--- config.mk ---
export PLATFORM = sky130hd
export DESIGN_NAME = calculator_flat
export DESIGN_NICKNAME = d
export VERILOG_FILES = /design/src/rtl/calculator_if.sv /design/src/rtl/calculator.sv /design/src/flat_wrapper.sv
export SDC_FILE = /design/constraint.sdc
export NUM_CORES = 1
export LEC_CHECK = 0
export BUFFER_PORTS_ARGS = -buffer_cell sky130_fd_sc_hd__buf_2
export CORE_UTILIZATION = 25
export DETAILED_ROUTE_END_ITERATION = 6
export GPL_ROUTABILITY_DRIVEN = 0
export SYNTH_ARGS = -nofsm -noshare
export SYNTH_HDL_FRONTEND = slang
export SYNTH_SLANG_ARGS = --single-unit
--- constraint.sdc ---
create_clock -name clk -period 41.4 [get_ports clk]
set_clock_uncertainty 0.2 [all_clocks]
set_input_delay 4.14 -clock clk [delete_from_list [all_inputs] [get_ports clk]]
set_output_delay 4.14 -clock clk [all_outputs]
set_load 0.02 [all_outputs]
--- src/rtl/calculator_if.sv ---
// calculator_if: operand/op-code/result bundle for the calculator datapath.
//   a, b         16-bit unsigned operands
//   op_code      2-bit operation select (00 add, 01 sub, 10 mul, 11 div)
//   result       16-bit registered result
//   overflow     registered overflow/borrow flag
//   div_by_zero  registered divide-by-zero flag
// Modports: master drives operands and reads results; slave is the calculator.
interface calculator_if;
   logic [15:0] a;
   logic [15:0] b;
   logic [1:0]  op_code;
   logic [15:0] result;
   logic        overflow;
   logic        div_by_zero;

   modport master (
      output a, b, op_code,
      input  result, overflow, div_by_zero
   );

   modport slave (
      input  a, b, op_code,
      output result, overflow, div_by_zero
   );
endinterface

--- src/rtl/calculator.sv ---
// calculator: registered 16-bit unsigned four-function ALU (add, sub, mul, div).
// Operands and op code are sampled on every rising clk edge; result and flags are
// registered and recomputed each cycle (flags are not sticky).
// Ports:
//   clk  rising-edge clock
//   rst  synchronous, active-high reset (result=0, flags=0), priority over compute
//   bus  calculator_if.slave: a, b, op_code in; result, overflow, div_by_zero out
// Build option: define CALC_SATURATE_EN to saturate results on overflow
// (add/mul -> 16'hFFFF, sub borrow -> 16'h0000); flags are unchanged.
module calculator (
   input  logic          clk,
   input  logic          rst,
   calculator_if.slave   bus
);

   logic [16:0] sum;
   logic [16:0] diff;
   logic [31:0] prod;
   logic [15:0] divisor;
   logic [15:0] quot;

   logic [15:0] result_d, result_q;
   logic        overflow_d, overflow_q;
   logic        div_by_zero_d, div_by_zero_q;

   always_comb begin
      sum     = {1'b0, bus.a} + {1'b0, bus.b};
      // Bit 16 of the 17-bit difference is the borrow, i.e. b > a.
      diff    = {1'b0, bus.a} - {1'b0, bus.b};
      prod    = 32'(bus.a) * 32'(bus.b);
      // Keep the divider free of a zero divisor; the b==0 case is overridden below.
      divisor = (bus.b == 16'd0) ? 16'd1 : bus.b;
      quot    = bus.a / divisor;
   end

   always_comb begin
      result_d      = 16'h0000;
      overflow_d    = 1'b0;
      div_by_zero_d = 1'b0;
      unique case (bus.op_code)
         2'b00: begin
            overflow_d = sum[16];
`ifdef CALC_SATURATE_EN
            result_d   = sum[16] ? 16'hFFFF : sum[15:0];
`else
            result_d   = sum[15:0];
`endif
         end
         2'b01: begin
            overflow_d = diff[16];
`ifdef CALC_SATURATE_EN
            result_d   = diff[16] ? 16'h0000 : diff[15:0];
`else
            result_d   = diff[15:0];
`endif
         end
         2'b10: begin
            overflow_d = (prod[31:16] != 16'd0);
`ifdef CALC_SATURATE_EN
            result_d   = overflow_d ? 16'hFFFF : prod[15:0];
`else
            result_d   = prod[15:0];
`endif
         end
         2'b11: begin
            if (bus.b == 16'd0) begin
               result_d      = 16'hFFFF;
               div_by_zero_d = 1'b1;
            end else begin
               result_d      = quot;
            end
         end
         default: begin
            result_d = 16'h0000;
         end
      endcase
   end

   always_ff @(posedge clk) begin
      if (rst) begin
         result_q      <= 16'h0000;
         overflow_q    <= 1'b0;
         div_by_zero_q <= 1'b0;
      end else begin
         result_q      <= result_d;
         overflow_q    <= overflow_d;
         div_by_zero_q <= div_by_zero_d;
      end
   end

   assign bus.result      = result_q;
   assign bus.overflow    = overflow_q;
   assign bus.div_by_zero = div_by_zero_q;

endmodule

--- src/flat_wrapper.sv ---
// flat-port wrapper written by rule: the top's interface ports become plain ports
module calculator_flat 
  (clk, rst, bus_a, bus_b, bus_op_code, bus_result, bus_overflow, bus_div_by_zero);
  calculator_if bus_i ();
  input  logic clk;
  input  logic rst;
  input wire logic [$bits(bus_i.a)-1:0] bus_a;
  input wire logic [$bits(bus_i.b)-1:0] bus_b;
  input wire logic [$bits(bus_i.op_code)-1:0] bus_op_code;
  output wire logic [$bits(bus_i.result)-1:0] bus_result;
  output wire logic [$bits(bus_i.overflow)-1:0] bus_overflow;
  output wire logic [$bits(bus_i.div_by_zero)-1:0] bus_div_by_zero;
  assign bus_i.a = bus_a;
  assign bus_i.b = bus_b;
  assign bus_i.op_code = bus_op_code;
  assign bus_result = bus_i.result;
  assign bus_overflow = bus_i.overflow;
  assign bus_div_by_zero = bus_i.div_by_zero;
  calculator u_core (.clk(clk), .rst(rst), .bus(bus_i));
endmodule
==> flow_metrics.tcl, run 1 <==
set metrics [dict create \
    antenna_found_initial 5 \
    layout-drive-gt1-share_pct 5.77 \
    p_switching_mw 0.638 \
    path_clk_slew_ns 0.08 \
    timing.final.max_slew_violations 0 \
    fin_util_pct 27.3 \
    clock_power_share_pct 2.1 \
    cp_common_cell "ha_1" \
    dpl_cell_area_um2 19100 \
    syn_inst 2357 \
    io_pins 54 \
    coreArea_um2 70300 \
    internal_power_mw 0.456 \
    route.detailed.drc 0 \
    hold_ws_ns 4.13 \
    grt_pass1_vias 16513 \
    wirelength_um 61000 \
    crit_fanout 20 \
    crit_slowest_cell "nor4_1" \
    fin_ws_ns 5.61 \
    htree_levels 1 \
    syn_avg_cell_area_um2 7.55 \
    critPathCaptureType "flop" \
    hp-start "rst" \
    power_density_nw_per_um2 57.0 \
    ctsLongestPathBuffers 2 \
    setup_viol 0 \
    place_ws_ns 6.05 \
    cts.sinks 18 \
    p_leak_nw 8.91 \
    root_buffer "clkbuf_16" \
    vias 17095 \
    drt-wirelength-per-cell_um 18.5 \
    synth_flop_cell "dfxtp_1" \
    port-buffer-count 53 \
    post_cts_buffers 0 \
    synth_edf_count 0 \
    multi_input_area_um2 15800 \
    yosysWarningCount 0 \
    area_growth_pct 7.97 \
    antenna_cells 0 \
    nets 2849 \
    cts_resized 0 \
    cts_tree "done" \
    grt-ovfl-total 0 \
    die_x_um 269 \
    path_class "in2reg" \
    period_share_pct 86.4 \
    num_rows 97 \
    critPathMaxStageDelay_ns 0.93 \
    max_cap_viol_count 0 \
    fin_cells 3297 \
    synth_seq_cells 18 \
    outcome "finished, final reports clean" \
    worst_setup_path_start_kind "primary input" \
    firstDrtPassIters 6 \
    place_inst 3294 \
    die_area_um2 72200 \
    syn_area_um2 17800 \
    fin_tns_setup_ns 0 \
    viasPerCell 5.19 \
    ctsHoldBuffers 0 \
    layout_common_cells "342 x inv_1, 258 x ha_1, 209 x nor2_1, 205 x nand2_1, 196 x fa_1" \
    power_frac_comb_pct 95.7 \
    start_util_pct 25.3 \
    power_mw 1.09 \
    grt_util_all_layers_pct 17.0 \
    synth_cell_types 84 \
    power_frac_seq_pct 2.1 \
    async_flop_share_pct 0 \
    grt_max_degree 37 \
    rsz0062_at_grt "false" \
    holdPathEnd "u_core.bus.result[0]$_SDFF_PP0_" \
    peakVddDrop_mv 0.0811 \
    cp_data_required_time_ns 41.37 \
    num-fill-cells 7727 \
    drt_iter0_markers 1318 \
    place_hpwl_um 48400 \
    seqCellArea_um2 360 \
    worst_pin_slew_ns 1.16 \
    final_common_cell "inv_1" \
    ys_seq_area_share_pct 2.03 \
    swShare_pct 58.3 \
    design_area_um2 19200 \
    cp.arrival_ns 35.76 \
    hold_path_class "in2reg" \
    min_period_ns 35.79 \
    slew_headroom_pct 22.0 \
    syn_nets 2847 \
    drtAntennaViolNets 0 \
    fmax_ghz 0.0279 \
    die_y_um 269 \
    whs_path_depth 2 \
    grt_pass1_wl_um 95200 \
    finalHoldViolCount 0 \
    cts_buffers 3 \
]
==> power groups by stage <==
stage | Combinational, mW | Sequential, mW | Clock (mW)
floorplan | 0.783 | 0.0275 | 0
global placement | 1.04 | 0.0238 | 0
detailed placement | 1.04 | 0.0238 | 0
CTS | 1.05 | 0.0235 | 0.0241
global route | 1.19 | 0.0239 | 0.0243
finish | 1.05 | 0.0234 | 0.0231
==> layer usage <==
metal  global-route usage, %  wire, um  up-vias
met3                    2.26      4800      123
met5                       0        40        -
met1                    23.8     27600     8248
met2                    27.0     26500      656
met4                    5.30      2040        6
li1                        -         -     8062
==> cell usage after synthesis, types with 15 or more instances <==
library cell,instances,share of area [%]
nor2_1,209,4.4
or3_1,19,0.67
nand2_1,205,4.3
and2_1,115,4.0
inv_1,342,7.2
nor3_1,69,1.9
nor4_1,19,0.67
ha_1,258,18
mux2_2,21,1.3
dfxtp_1,18,2.0
nand4_1,15,0.53
o21a_1,35,1.5
a21oi_1,140,3.9
a31oi_1,36,1.3
fa_1,196,22
xnor2_1,67,3.3
a211oi_1,32,1.4
a21o_1,47,2.0
xor2_1,39,1.9
nand3_1,33,0.93
o21ai_0,97,2.7
clkbuf_1,75,1.6
nor2b_1,21,0.74
o211ai_1,16,0.68
==> how the worst max path moves through the flow <==
stage / start / to / slack [ns] / cells past startpoint
3_3_place_gp: bus_b[6] / u_core.bus.result[0]$_SDFF_PP0_ / 6.49 / 131
6_report: bus_b[6] / u_core.bus.result[0]$_SDFF_PP0_ / 5.61 / 124
4_1_cts: bus_b[6] / u_core.bus.result[0]$_SDFF_PP0_ / 6.25 / 128
2_1_floorplan: bus_b[9] / u_core.bus.result[0]$_SDFF_PP0_ / 8.60 / 134
3_5_place_dp: bus_b[6] / u_core.bus.result[0]$_SDFF_PP0_ / 6.05 / 128
5_1_grt: bus_b[6] / u_core.bus.result[0]$_SDFF_PP0_ / 2.89 / 124
==> state kept, by name (all words and copies together), names as in the netlist <==
| register | flops |
|---|---|
| u_core.bus.div_by_zero | 1 |
| u_core.bus.overflow | 1 |
| u_core.bus.result | 16 |
==> area by class of cell <==
cell class	count	share of cell area [%]
clock buffers	3	0.391
repair buffers	82	2.51
multi-input cells	1905	82.3
well taps	940	6.12
flip-flops and latches	18	1.88
inverters	349	6.82
==> logic make-up after synthesis <==
kind of cell	synth area share, %
simple gates	21.0
compound gates	20.4
fa+ha+maj	40.2
buf+inv	9.20
xor+xnor	5.22
mux	1.95
flops	2.03
==> critical path: cells and delay by family <==
| kind | cells | cell delay, ns |
|---|---|---|
| and+or+nand+nor | 41 | 9.62 |
| xor gates and xnor gates | 1 | 0.30 |
| muxes | 3 | 0.94 |
| adders and majority gates | 15 | 4.79 |
| buffers and inverters | 9 | 1.93 |
| AOI/OAI and AO/OA | 55 | 14.01 |
Note: power is estimated with default switching activity, not from simulation.
==> inputs of run 2 (changes only) <==
BUFFER_PORTS_ARGS = default   (was -buffer_cell sky130_fd_sc_hd__buf_2)
DONT_BUFFER_PORTS = 1   (was default)
==> run 2 against run 1 <==
  * Flip-flop and latch count unchanged
  * Count of clock-buffer cells in the layout grew 1
  * Maximum frequency down 0.88%
  * Critical path type unchanged
  * Critical endpoint unchanged
==> flow_metrics.tcl, run 2 (synthesis results as in run 1) <==
set metrics [dict create \
    area_growth_pct 6.02 \
    peakVddDrop_mv 0.0948 \
    num_rows 97 \
    power_density_nw_per_um2 57.0 \
    cts.sinks 18 \
    grt_pass1_wl_um 93500 \
    cp_common_cell "ha_1" \
    start_util_pct 25.3 \
    fin_util_pct 26.8 \
    io_pins 54 \
    worst_setup_path_start_kind "primary input" \
    route.detailed.drc 0 \
    grt_max_degree 37 \
    layout-drive-gt1-share_pct 3.06 \
    timing.final.max_slew_violations 0 \
    grt_pass1_vias 16093 \
    min_period_ns 36.11 \
    fin_ws_ns 5.29 \
    die_area_um2 72200 \
    drtAntennaViolNets 0 \
    root_buffer "clkbuf_16" \
    cts_buffers 3 \
    rsz0062_at_grt "false" \
    outcome "finished, final reports clean" \
    ctsHoldBuffers 0 \
    critPathCaptureType "flop" \
    ctsLongestPathBuffers 2 \
    hold_path_class "in2reg" \
    htree_levels 1 \
    crit_slowest_cell "a211oi_1" \
    drt-wirelength-per-cell_um 18.8 \
    finalHoldViolCount 0 \
    viasPerCell 5.18 \
    cp_data_required_time_ns 41.39 \
    cts_resized 0 \
    power_mw 1.08 \
    p_leak_nw 8.62 \
    layout_common_cells "342 x inv_1, 258 x ha_1, 209 x nor2_1, 205 x nand2_1, 196 x fa_1" \
    antenna_found_initial 2 \
    path_class "in2reg" \
    place_hpwl_um 48300 \
    cts_tree "done" \
    place_ws_ns 5.50 \
    max_cap_viol_count 0 \
    place_inst 3227 \
    coreArea_um2 70300 \
    grt_util_all_layers_pct 16.7 \
    die_x_um 269 \
    firstDrtPassIters 7 \
    drt_iter0_markers 1482 \
    vias 16759 \
    cp.arrival_ns 36.10 \
    period_share_pct 87.2 \
    port-buffer-count 0 \
    critPathMaxStageDelay_ns 0.88 \
    slew_headroom_pct 27.0 \
    fin_cells 3235 \
    worst_pin_slew_ns 1.09 \
    die_y_um 269 \
    nets 2782 \
    final_common_cell "inv_1" \
    grt-ovfl-total 0 \
    setup_viol 0 \
    wirelength_um 60800 \
    path_clk_slew_ns 0.08 \
    post_cts_buffers 0 \
    crit_fanout 20 \
    largest_reg_flops 16 \
    fin_tns_setup_ns 0 \
    fmax_ghz 0.0277 \
]
==> run 2: cell count changes in the layout (fill, tap and decap cells not counted) <==
| cell | delta |
|---|---|
| clkbuf_8 | +1 |
| diode_2 | +4 |
| buf_2 | -53 |
| buf_4 | -14 |
==> run 2: critical path, delay by kind of cell <==
kind	cells	cell delay (ns)
AO/OA/AOI/OAI	57	14.81
multiplexers	3	1.08
AND/OR/NAND/NOR	42	9.57
adder cells (fa/ha/maj)	15	4.71
XOR/XNOR	1	0.28
buffers and inverters	7	1.46
==> run 2: worst paths after layout <==
check,startpoint,endpoint,slack [ns],depth (start not counted)
min,rst,u_core.bus.result[0]$_SDFF_PP0_,3.73,1
max,bus_b[6],u_core.bus.result[0]$_SDFF_PP0_,5.29,125
==> run 2: power by group <==
part	switching (mW)	internal [mW]	total, mW
clock	0.0116	0.0149	0.0266
sequential	0.00882	0.0214	0.0302
combinational	0.602	0.417	1.02
==> run 2: per-layer routing <==
metal,global-route usage [%],routed length (um)
met4,4.90,1600
met3,2.77,5350
met1,23.1,27100
met5,0,0
met2,26.7,26700
==> run 2: per-stage QoR <==
stage	hold slack [ns]	instance area (um^2)
2_1_floorplan	4.23	17800
3_3_place_gp	4.03	18800
3_5_place_dp	4.04	18800
4_1_cts	3.73	18900
5_1_grt	3.73	18900
6_report	3.73	18900
==> run 2: area by class of cell <==
cell class,count,area [um^2]
inverter,349,1310
clock buffer,4,88.8
sequential,18,360
timing repair buffer,15,113
antenna,4,10.0
tap,940,1180
fill,7640,51400
multi-input combinational,1905,15800
